## src/rtl/bcd_tick_counter_if.sv

```systemverilog
// bcd_tick_counter_if: control and count bundle between the BCD tick counter
// and its neighbours. The optional seg bundle member exists only when
// BCD_TICK_SEG7_EN is defined.
interface bcd_tick_counter_if #(
   parameter int DIGITS = 2
) ();
   logic                  tick_in;
   logic                  en;
   logic                  up;
   logic                  load;
   logic [4*DIGITS-1:0]   load_val;
   logic [4*DIGITS-1:0]   bcd;
   logic                  tc;
`ifdef BCD_TICK_SEG7_EN
   logic [7*DIGITS-1:0]   seg;
`endif

   // Driver side: produces tick/control, observes the count.
   modport master (
      output tick_in,
      output en,
      output up,
      output load,
      output load_val,
`ifdef BCD_TICK_SEG7_EN
      input  seg,
`endif
      input  bcd,
      input  tc
   );

   // Counter side.
   modport slave (
      input  tick_in,
      input  en,
      input  up,
      input  load,
      input  load_val,
`ifdef BCD_TICK_SEG7_EN
      output seg,
`endif
      output bcd,
      output tc
   );
endinterface

```

## src/rtl/bcd_tick_counter.sv

```systemverilog
// bcd_tick_counter: multi-digit BCD up/down counter advanced by rising edges
// of a slow divided square wave. Load has priority over counting; tc pulses
// for one cycle when the count wraps in either direction.
// Optional feature macro: BCD_TICK_SEG7_EN adds a registered, active-low
// seven-segment decode (g..a per digit) that trails bcd by one cycle.
module bcd_tick_counter #(
   parameter int DIGITS = 2
) (
   input  logic              clk,
   input  logic              rst,      // asynchronous, active-low
   bcd_tick_counter_if.slave bus
);

   localparam int W = 4 * DIGITS;

   logic          tick_s1_q, tick_s1_d;
   logic          tick_s2_q, tick_s2_d;
   logic          step;
   logic [W-1:0]  bcd_q, bcd_d;
   logic          tc_q, tc_d;

   logic [W-1:0]  inc_val;
   logic [W-1:0]  dec_val;
   logic [W-1:0]  load_clean;
   logic [DIGITS:0] carry;
   logic [DIGITS:0] borrow;

   assign step      = tick_s1_q & ~tick_s2_q;
   assign carry[0]  = 1'b1;
   assign borrow[0] = 1'b1;

   // Per-digit ripple: a digit changes only when every lower digit wrapped.
   // carry[DIGITS] / borrow[DIGITS] therefore flag the all-9 / all-0 wrap.
   genvar gi;
   generate
      for (gi = 0; gi < DIGITS; gi++) begin : g_digit
         logic [3:0] dig;
         logic [3:0] ld;
         assign dig = bcd_q[4*gi +: 4];
         assign ld  = bus.load_val[4*gi +: 4];

         assign inc_val[4*gi +: 4] = !carry[gi]    ? dig :
                                     (dig == 4'd9) ? 4'd0 : dig + 4'd1;
         assign carry[gi+1]        = carry[gi] & (dig == 4'd9);

         assign dec_val[4*gi +: 4] = !borrow[gi]   ? dig :
                                     (dig == 4'd0) ? 4'd9 : dig - 4'd1;
         assign borrow[gi+1]       = borrow[gi] & (dig == 4'd0);

         // Non-decimal nibbles are forced to 0 so bcd never holds >9.
         assign load_clean[4*gi +: 4] = (ld > 4'd9) ? 4'd0 : ld;
      end
   endgenerate

   // Next-state: edge-detect shift, then load > enabled step > hold.
   always_comb begin
      tick_s1_d = bus.tick_in;
      tick_s2_d = tick_s1_q;
      bcd_d     = bcd_q;
      tc_d      = 1'b0;
      if (bus.load) begin
         bcd_d = load_clean;
      end else if (step && bus.en) begin
         if (bus.up) begin
            bcd_d = inc_val;
            tc_d  = carry[DIGITS];
         end else begin
            bcd_d = dec_val;
            tc_d  = borrow[DIGITS];
         end
      end
   end

   // State registers with asynchronous clear.
   always_ff @(posedge clk or negedge rst) begin
      if (!rst) begin
         tick_s1_q <= 1'b0;
         tick_s2_q <= 1'b0;
         bcd_q     <= '0;
         tc_q      <= 1'b0;
      end else begin
         tick_s1_q <= tick_s1_d;
         tick_s2_q <= tick_s2_d;
         bcd_q     <= bcd_d;
         tc_q      <= tc_d;
      end
   end

   assign bus.bcd = bcd_q;
   assign bus.tc  = tc_q;

`ifdef BCD_TICK_SEG7_EN
   logic [7*DIGITS-1:0] seg_q, seg_d;

   // Active-low g..a pattern for one decimal digit.
   function automatic logic [6:0] seg7(input logic [3:0] d);
      logic [6:0] s;
      case (d)
         4'd0:    s = 7'b1000000;
         4'd1:    s = 7'b1111001;
         4'd2:    s = 7'b0100100;
         4'd3:    s = 7'b0110000;
         4'd4:    s = 7'b0011001;
         4'd5:    s = 7'b0010010;
         4'd6:    s = 7'b0000010;
         4'd7:    s = 7'b1111000;
         4'd8:    s = 7'b0000000;
         4'd9:    s = 7'b0010000;
         default: s = 7'b1111111;
      endcase
      return s;
   endfunction

   // Decode the registered count, so seg trails bcd by one cycle.
   always_comb begin
      seg_d = '1;
      for (int i = 0; i < DIGITS; i++) begin
         seg_d[7*i +: 7] = seg7(bcd_q[4*i +: 4]);
      end
   end

   // Segment register; blank after reset.
   always_ff @(posedge clk or negedge rst) begin
      if (!rst) begin
         seg_q <= '1;
      end else begin
         seg_q <= seg_d;
      end
   end

   assign bus.seg = seg_q;
`endif

endmodule

```

## src/flat_wrapper.sv

```systemverilog
// flat-port wrapper written by rule: the top's interface ports become plain ports
module bcd_tick_counter_flat 
#(
   parameter int DIGITS = 2
)
  (clk, rst, bus_tick_in, bus_en, bus_up, bus_load, bus_load_val, bus_bcd, bus_tc);
  bcd_tick_counter_if #(.DIGITS(DIGITS)) bus_i ();
  input  logic clk;
  input  logic rst;
  input wire logic [$bits(bus_i.tick_in)-1:0] bus_tick_in;
  input wire logic [$bits(bus_i.en)-1:0] bus_en;
  input wire logic [$bits(bus_i.up)-1:0] bus_up;
  input wire logic [$bits(bus_i.load)-1:0] bus_load;
  input wire logic [$bits(bus_i.load_val)-1:0] bus_load_val;
  output wire logic [$bits(bus_i.bcd)-1:0] bus_bcd;
  output wire logic [$bits(bus_i.tc)-1:0] bus_tc;
  assign bus_i.tick_in = bus_tick_in;
  assign bus_i.en = bus_en;
  assign bus_i.up = bus_up;
  assign bus_i.load = bus_load;
  assign bus_i.load_val = bus_load_val;
  assign bus_bcd = bus_i.bcd;
  assign bus_tc = bus_i.tc;
  bcd_tick_counter #(.DIGITS(DIGITS)) u_core (.clk(clk), .rst(rst), .bus(bus_i));
endmodule
```

## config.mk

```make
export PLATFORM = sky130hd
export DESIGN_NAME = bcd_tick_counter_flat
export DESIGN_NICKNAME = d
export VERILOG_FILES = /design/src/rtl/bcd_tick_counter_if.sv /design/src/rtl/bcd_tick_counter.sv /design/src/flat_wrapper.sv
export SDC_FILE = /design/constraint.sdc
export NUM_CORES = 1
export LEC_CHECK = 0
export BUFFER_PORTS_ARGS = -buffer_cell sky130_fd_sc_hd__buf_2
export CAP_MARGIN = 20
export CORE_MARGIN = 10
export CORE_UTILIZATION = 55
export DETAILED_ROUTE_END_ITERATION = 10
export PLACE_DENSITY = 0.82
export SLEW_MARGIN = 20
export SYNTH_ARGS = -nofsm -noshare
export SYNTH_HDL_FRONTEND = slang
export SYNTH_SLANG_ARGS = --single-unit
```

## constraint.sdc

```tcl
create_clock -name clk -period 3.2 [get_ports clk]
set_clock_uncertainty 0.15 [all_clocks]
set_input_delay 0.32 -clock clk [delete_from_list [all_inputs] [get_ports clk]]
set_output_delay 0.32 -clock clk [all_outputs]
set_load 0.02 [all_outputs]
```

==> flow_summary.json <==
{
  "clock_power_share_pct": 25.9,
  "place_ws_ps": 1068,
  "setup_viol": 0,
  "synth_edf_count": 0,
  "routed_wl_mm": 2.126,
  "power_frac_seq_pct": 46.8,
  "tightest_slew_ps": 480.9,
  "synth_top_area_share_pct": 30.77,
  "antenna_found_initial": 0,
  "port_buffers": 22,
  "cts_setup_buffers": 0,
  "slew_violations": 0,
  "cap_viol_max_count": 0,
  "seqCellArea_um2": 275.3,
  "fmax_mhz": 462.8,
  "die_w_um": 60.33,
  "dr.pass1.iters": 4,
  "multi_input_area_um2": 563.0,
  "hp-class": "in -> reg",
  "synth-seq-cells": 11,
  "dp.cells": 137,
  "layout.nets": 142,
  "syn_nets": 124,
  "status": "finished clean",
  "p_leak_nw": 0.4456,
  "yosysSeqAreaShare_pct": 30.77,
  "dieHeight_um": 60.33,
  "root_buffer": "clkbuf_4",
  "layout.cells.most_common_list": "22 x buf_2, 11 x dfrtp_1, 9 x nand2_1, 9 x o21ai_0, 7 x nand2b_1",
  "vias_per_cell": 6.098,
  "post_cts_resized": 0,
  "final_common_cell": "buf_2",
  "core_um2": 1524,
  "drtAntennaViolNets": 0,
  "synthArstFlopShare_pct": 100.0,
  "vias": 872,
  "clkTransAtPathRegs_ps": 80,
  "holdPathStages": 3,
  "grt_pass1_wl_mm": 3.643,
  "layout-drive-gt1-share_pct": 23.62,
  "p_int_uw": 246.0,
  "syn-cell-area_um2": 894.6,
  "synth.distinct_cells": 36,
  "combPwrFrac_pct": 27.3,
  "rows": 14,
  "vdd_drop_max_v": 0.0002798,
  "rsz0062_at_grt": "false",
  "grt.overflow.total": 0,
  "switchingPower_uw": 146.1,
  "synthTopCellsByArea": "dfrtp_1 31%, o21ai_0 5.0%, nand2b_1 4.9%",
  "grt_max_degree": 20,
  "start_kind": "flip-flop",
  "hold_viol_final": 0,
  "drc": 0,
  "dr.first_iter.drc_count": 15,
  "arrival_ps": 2170,
  "syn_inst": 110,
  "slew_headroom_pct": 67.85,
  "pin_count": 23,
  "stdcell_count": 143,
  "place.gp.congestion": 0.7294,
  "worstPathMaxFanout": 14,
  "ys.flop_type": "dfrtp_1",
  "die_area_um2": 3640,
  "grt_use_total_pct": 12.66,
  "endpoint_kind": "flip-flop",
  "clkLatencyLatePin_ps": 270,
  "synth_top_area_cell": "dfrtp_1",
  "clk_path_buf_depth": 2,
  "grt_pass1_vias": 796,
  "clkSinkCount": 11,
  "period_share_pct": 67.53,
  "wire_per_inst_um": 14.87,
  "synth_area_per_cell_um2": 8.133,
  "worstSetupPathType": "reg -> reg",
  "hpwl_mm": 1.540,
  "cts-hold-fix-buffers": 2,
  "cts_max_level": 1,
  "switching_share_pct": 37.26,
  "cts_inserted_buffers": 3,
  "yosys_warnings": 0,
  "p_total_uw": 392.1,
  "antenna_cells": 0,
  "syn_to_final_growth_pct": 14.41,
  "fillCellCount": 133,
  "worst_slack_ps": 1039,
  "required_ps": 3210,
  "setup_tns_ps": 0,
  "period_needed_ps": 2161,
  "rr_worst_depth": 4,
  "powerDensity_nw_per_um2": 383.1,
  "start_util_pct": 58.70,
  "cts_tree": "built"
}
[metal layers]
metal,share of wire [%],global-route usage [%],up-vias
met1,47,16.91,403
li1,-,-,429
met5,0,0,-
met3,8.9,4.802,4
met2,42,17.50,36
met4,1.6,5.769,0
[Yosys cell counts, drive strengths merged (3+ instances only)]
master,instances
a21boi,3
a21oi,6
buf,4
clkbuf,7
dfrtp,11
nand2,9
nand2b,7
nand3,5
nand3b,5
nor2,5
nor2b,3
nor3,5
o21ai,10
o31ai,3
xnor2,3
xor2,4
[per-stage QoR]
step | area [um^2] | hold WS (ps) | utilization (%)
floorplan | 894.6 | -125.6 | -
global placement | 975.9 | 51.96 | 64.04
detailed placement | 975.9 | 54.23 | 64.04
CTS | 1023 | 126.7 | 67.16
global route | 1023 | 137.8 | 67.16
finish | 1023 | 124.9 | 67.16
[cell type report]
class                      instances  share of cell area (%)
clock buffer                       3                   2.200
clock inverter                     1                  0.4890
inverter                           2                  0.7335
multi-input combinational         86                   55.01
sequential                        11                   26.89
tap                               16                   1.956
timing repair buffer              24                   12.71
[sequential cells by signal, summed over array words and instances, names as in the netlist]
signal and flops:
u_core.bus.tc 1, u_core.tick_s2_q 1, u_core.tick_s1_q 1, u_core.bus.bcd 8
[cell families (layout without fill, tap and decap cells)]
logic type	count (synthesis)	after routing	synth area share (%)
AND/OR/NAND/NOR	44	44	27.27
AO/OA/AOI/OAI	35	35	28.81
buffers and inverters	13	30	6.294
flip-flops	11	11	30.77
XOR/XNOR	7	7	6.853
[power groups by stage]
stage | combinational, mW | sequential (mW) | clock, mW
2_1_floorplan | 0.0857 | 0.174 | 0
3_3_place_gp | 0.103 | 0.184 | 0
3_5_place_dp | 0.106 | 0.186 | 0
4_1_cts | 0.108 | 0.183 | 0.103
5_1_grt | 0.120 | 0.188 | 0.108
6_report | 0.107 | 0.184 | 0.101
[worst paths after layout]
path,startpoint,end,slack (ps)
worst min register to register,u_core.tick_s1_q,u_core.tick_s2_q,240
worst max register to register,u_core.bus.bcd[0],u_core.bus.bcd[7],1040
max in group asynchronous,rst,u_core.bus.bcd[7],2400
worst min-delay path,bus_load_val[4],u_core.bus.bcd[4],120
min in group asynchronous,rst,u_core.tick_s1_q,290
worst max-delay path,u_core.bus.bcd[0],u_core.bus.bcd[7],1040
[critical path, stage by stage, from the launching register on]
cell and delay (ps):
dfrtp_1 540, or3_4 450, a2111oi_4 540, nor2b_1 90, o31a_1 280
Note: power is estimated with default switching activity, not from simulation.
